$ cat src/rtl/input_conditioner.sv
// rtl/input_conditioner.sv - synchronizer, debouncer and edge/long-press detector for button inputs
//
// Purpose: conditions WIDTH asynchronous button/switch inputs into clean levels
//          plus one-cycle rise/fall pulses for downstream control FSMs.
//          Each channel passes through a SYNC_STAGES flop chain.
//          A per-channel counter then accepts a new value only after it has
//          persisted for DEBOUNCE_CYCLES consecutive cycles.
// Optional feature: define INPUT_COND_HOLD_EN to build a per-channel
//          long-press detector. Without it, `held` is tied to 0.
// Ports:
//   clock   in   1      system clock
//   reset   in   1      synchronous, active-high reset
//   din     in   WIDTH  raw asynchronous inputs
//   level   out  WIDTH  synchronized, debounced level (registered)
//   rise    out  WIDTH  one-cycle pulse when level goes 0->1
//   fall    out  WIDTH  one-cycle pulse when level goes 1->0
//   changed out  1      OR of rise|fall, coincident with them
//   held    out  WIDTH  one-cycle long-press pulse (0 unless INPUT_COND_HOLD_EN)

module input_conditioner #(
    parameter int               WIDTH           = 5,
    parameter int               SYNC_STAGES     = 2,
    parameter int               DEBOUNCE_CYCLES = 16,
    parameter logic [WIDTH-1:0] RESET_VALUE     = 5'b10000,
    parameter int               HOLD_CYCLES     = 1024
) (
    input  logic             clock,
    input  logic             reset,
    input  logic [WIDTH-1:0] din,
    output logic [WIDTH-1:0] level,
    output logic [WIDTH-1:0] rise,
    output logic [WIDTH-1:0] fall,
    output logic             changed,
    output logic [WIDTH-1:0] held
);

    localparam int             CW       = $clog2(DEBOUNCE_CYCLES + 1);
    localparam logic [CW-1:0]  CNT_LAST = CW'(DEBOUNCE_CYCLES - 1);

    if (SYNC_STAGES < 2 || DEBOUNCE_CYCLES < 1 || HOLD_CYCLES < 1) begin : g_param_check
        $error("input_conditioner: illegal parameter value");
    end

    logic [WIDTH-1:0] r_sync [SYNC_STAGES];
    logic [CW-1:0]    r_cnt  [WIDTH];

    logic [WIDTH-1:0] w_s;
    logic [WIDTH-1:0] w_diff;
    logic [WIDTH-1:0] w_accept;

    // A channel's new value is accepted on the edge where it has already
    // differed from level for DEBOUNCE_CYCLES-1 counted edges.
    always_comb begin
        w_s    = r_sync[SYNC_STAGES-1];
        w_diff = w_s ^ level;
        for (int i = 0; i < WIDTH; i++) begin
            w_accept[i] = w_diff[i] && (r_cnt[i] == CNT_LAST);
        end
    end

    always_ff @(posedge clock) begin
        if (reset) begin
            for (int k = 0; k < SYNC_STAGES; k++) begin
                r_sync[k] <= RESET_VALUE;
            end
            for (int i = 0; i < WIDTH; i++) begin
                r_cnt[i] <= '0;
            end
            level   <= RESET_VALUE;
            rise    <= '0;
            fall    <= '0;
            changed <= 1'b0;
        end else begin
            r_sync[0] <= din;
            for (int k = 1; k < SYNC_STAGES; k++) begin
                r_sync[k] <= r_sync[k-1];
            end
            // Any return to level (a glitch) restarts the window from zero.
            for (int i = 0; i < WIDTH; i++) begin
                if (!w_diff[i] || w_accept[i]) begin
                    r_cnt[i] <= '0;
                end else begin
                    r_cnt[i] <= r_cnt[i] + 1'b1;
                end
            end
            level   <= (level & ~w_accept) | (w_s & w_accept);
            rise    <= w_accept & w_s;
            fall    <= w_accept & ~w_s;
            changed <= |w_accept;
        end
    end

`ifdef INPUT_COND_HOLD_EN
    localparam int            HW        = $clog2(HOLD_CYCLES + 1);
    localparam logic [HW-1:0] HOLD_MAX  = HW'(HOLD_CYCLES);
    localparam logic [HW-1:0] HOLD_LAST = HW'(HOLD_CYCLES - 1);

    logic [HW-1:0] r_hcnt [WIDTH];

    // The counter is zero on the edge that raises level, so held fires
    // exactly HOLD_CYCLES edges after the rise pulse. Saturation at
    // HOLD_MAX keeps it from firing again until a release re-arms it.
    always_ff @(posedge clock) begin
        if (reset) begin
            for (int i = 0; i < WIDTH; i++) begin
                r_hcnt[i] <= '0;
            end
            held <= '0;
        end else begin
            for (int i = 0; i < WIDTH; i++) begin
                if (!level[i] || (w_accept[i] && w_s[i])) begin
                    r_hcnt[i] <= '0;
                end else if (r_hcnt[i] != HOLD_MAX) begin
                    r_hcnt[i] <= r_hcnt[i] + 1'b1;
                end
                held[i] <= level[i] && (r_hcnt[i] == HOLD_LAST);
            end
        end
    end
`else
    assign held = '0;
`endif

endmodule

$ cat config.mk
export PLATFORM = sky130hd
export DESIGN_NAME = input_conditioner
export DESIGN_NICKNAME = d
export VERILOG_FILES = /design/src/rtl/input_conditioner.sv
export SDC_FILE = /design/constraint.sdc
export NUM_CORES = 1
export LEC_CHECK = 0
export CORE_MARGIN = 5
export CORE_UTILIZATION = 55
export CTS_BUF_LIST = sky130_fd_sc_hd__clkbuf_16
export CTS_CLUSTER_SIZE = 8
export DETAILED_ROUTE_END_ITERATION = 10
export DONT_BUFFER_PORTS = 1
export PLACE_DENSITY = 0.78
export RECOVER_POWER = 50
export SKIP_LAST_GASP = 1
export SLEW_MARGIN = 20
export SYNTH_ARGS = -nofsm -noshare
export SYNTH_HDL_FRONTEND = slang
export SYNTH_SLANG_ARGS = --single-unit
$ cat constraint.sdc
create_clock -name clock -period 2.1 [get_ports clock]
set_clock_uncertainty 0.1 [all_clocks]
set_input_delay 0.315 -clock clock [delete_from_list [all_inputs] [get_ports clock]]
set_output_delay 0.315 -clock clock [all_outputs]
set_load 0.05 [all_outputs]
==> metrics.txt <==
via/cell ratio=about 5; warning count from the yosys run=0; family with the most delay on the worst path=simple AND/OR/NAND/NOR gates; fin crit period=a little under 2 ns; clock sink total=51; outcome=finished clean; final hold vios=0; post-DP HPWL=between 2000 and 3000 microns; mean area per synthesized cell=12.3 sq um; leakage power=a little under 1 nW; Pre-antenna DRT Iters=4; r2r startpoint=r_cnt[0][0]; Port Buffers=0; layout cell share with drive strength beyond 1=0.0625; area post-placement=about 0.0022 sq mm; sequential area share after synthesis=0.609; nets=224; slowest stage delay, CP=roughly 0.44 ns; Max Clk Rate=approximately 0.52 GHz; clock slew at reported path FFs=0.06 ns; CTS H-tree depth=2; root buffer cell=clkbuf_16; worst path arrival time=1.96 ns; beginning of the critical path=r_cnt[0][0]; Core ar.=~0.0037 sq mm; wire per inst=between 15 and 20 microns; placed cell count=between 200 and 250; Die Wd=around 72 microns; drt initial violations=120; reg2reg end=r_cnt[0][4]; CP Capture Type=flop; final setup fails=0; power per cell area=approximately 810 mW/mm^2; CP Cell Sequence=ha_1 > and3_1 > ha_1 > or3_4 > nor2_1; Overall Global Routing Usage=0.158; leading area contributor after synthesis=edfxtp_1; DRT antenna net count=0; first-pass GRT wire length=about 6300 microns; Max Slew Vio Count=0; CTS tree=done; fin crit share=0.915; area share of the largest cell type after synthesis=0.360; CP dominant cell by count=ha_1; post-CTS sizing=0; multi-input logic area=approximately 840 sq um; synth unique cells=24; grt total ovfl=0; PnR worst setup slack=around 0.18 ns; DRT Wirelength=around 3900 microns; Vias=1,286; fillers=roughly 290; diode count=0; Post-Syn Area=roughly 0.0021 sq mm; Syn Inst Count=170; number of buffers created by CTS=5; HP Class=primary input to flop; Setup crit end=r_cnt[0][4]; pre-CTS setup slack=between 0.2 and 0.25 ns; Starting Density=0.570; # rows=22; Worst Path Required=around 2.1 ns; routability cong.=approximately 0.7; synth top area cells=edfxtp_1, dfxtp_1, ha_1; slowest CP cell=or3_4; Register-to-Register Path Depth=5; Crit Path Class=flop to flop; Bufs and invs on worst path=0; initial antenna violation count=0; critical path depth in cells=5; Tightest Pin Transition=approximately 0.76 ns; total I/O pin count=28; worst skew pair latency=~0.28 ns; CP Launch Type=flop; DRC violations left=0; CTS Buffer Depth=2; Max Cap Violations=0; FF-to-FF setup slack=0.18 ns; total die area=just over 0.005 sq mm; design area=approximately 0.0024 sq mm; RSZ-0062 raised after global routing=no; setup TNS=0 ns; FF+latch count, synth=between 50 and 60; pin count of the biggest net entering global routing=23; area grow syn2layout=15.3%; vias in the first global route=approximately 1,300; fin cells=256; relative slew slack=0.493; die height=roughly 72 microns; CP Max Fanout=5; hold_ws=approximately 0.012 ns; worst vdd ir=between 600 and 700 uV; Register Area=about 0.0013 sq mm
-- cells in the mapped netlist (all sizes together) --
cell,count
a211o,1
a222oi,1
a31oi,1
and3,8
and4bb,4
buf,7
clkbuf,1
conb,2
dfxtp,26
edfxtp,25
ha,10
inv,7
mux2i,4
nand2,3
nand2b,2
nand3,5
nor2,29
nor2b,9
nor4bb,6
or2,2
or3,2
xnor2,7
xor2,8
-- layer usage --
| layer | wire length (microns) | part of all wire | GRT usage | vias up |
|---|---|---|---|---|
| met1 | 1590 | 0.41 | 0.186 | 615 |
| met3 | 275 | 0.071 | 0.0477 | 7 |
| met5 | 0 | 0 | 0 | - |
| met4 | 82 | 0.021 | 0.0626 | 0 |
| li1 | - | - | - | 624 |
| met2 | 1930 | 0.50 | 0.270 | 40 |
-- area by class of cell --
| class | instances | share of cell area |
|---|---|---|
| Sequential cell | 51 | 0.528 |
| Multi-Input combinational cell | 132 | 0.350 |
| Clock buffer | 5 | 0.0520 |
| Timing Repair Buffer | 10 | 0.0286 |
| Tap cell | 48 | 0.0250 |
| Inverter | 7 | 0.0109 |
| Clock inverter | 3 | 0.00468 |
-- registers in the layout, indices dropped and copies added (netlist names), named ones only --
signal / count
r_cnt: 25
rise: 5
fall: 5
r_sync: 10
changed: 1
-- cells by family (layout without fill, tap and decap cells) --
family / Yosys count / after routing / synth area share
adders and majority gates: 10 / 10 / 0.0600
and+or+nand+nor: 70 / 70 / 0.196
DFF: 51 / 51 / 0.609
xor gates and xnor gates: 15 / 15 / 0.0630
buffers and inverters: 15 / 25 / 0.0372
muxes: 4 / 4 / 0.0192
other: 2 / 30 / 0.00360
AOI/OAI and AO/OA: 3 / 3 / 0.0120
-- power breakdown --
part / switching, mW / leakage (nW) / internal [mW]
clock network: 0.326 / 0.0701 / 0.429
registers: 0.0210 / 0.470 / 1.07
logic: 0.0618 / 0.450 / 0.0340
-- placed cells by master (no fill, tap or decap) --
master,count
and4bb_2,4
ha_1,10
dlygate4sd3_1,5
clkinv_1,2
xor2_1,8
or2_2,2
nand3_1,5
a31oi_1,1
edfxtp_1,25
inv_1,8
nor2b_1,9
clkbuf_16,5
nor2_1,29
conb_1,30
a211o_1,1
dfxtp_1,26
nand2_1,3
or3_4,2
a222oi_1,1
nor4bb_1,6
nand2b_1,2
and3_1,8
mux2i_1,4
xnor2_1,7
clkbuf_1,5
-- worst min-delay path by stage --
stage | end | slack [ns] | start | cells after the start
floorplan | r_sync[0][9] | 0.29 | r_sync[0][4] | 1
global placement | flop | 0.29 | reset | 1
detailed placement | r_sync[0][7] | 0.29 | reset | 1
CTS | fall[3] | 0.002 | reset | 1
global route | fall[3] | 0.00002 | reset | 1
finish | fall[3] | 0.01 | reset | 1
-- what timing repair did --
item	in CTS	in global routing
setup buffers	0	0
hold buffers	2	3
endpoints found under the hold margin	10	2
-- per-stage QoR --
step           utilization  power [mW]
4_1_cts              0.654        1.95
6_report             0.657        1.95
3_5_place_dp         0.611        1.19
3_3_place_gp         0.611        1.19
5_1_grt              0.657        2.02
2_1_floorplan            -        1.19
(Power assumes the default switching activity.)
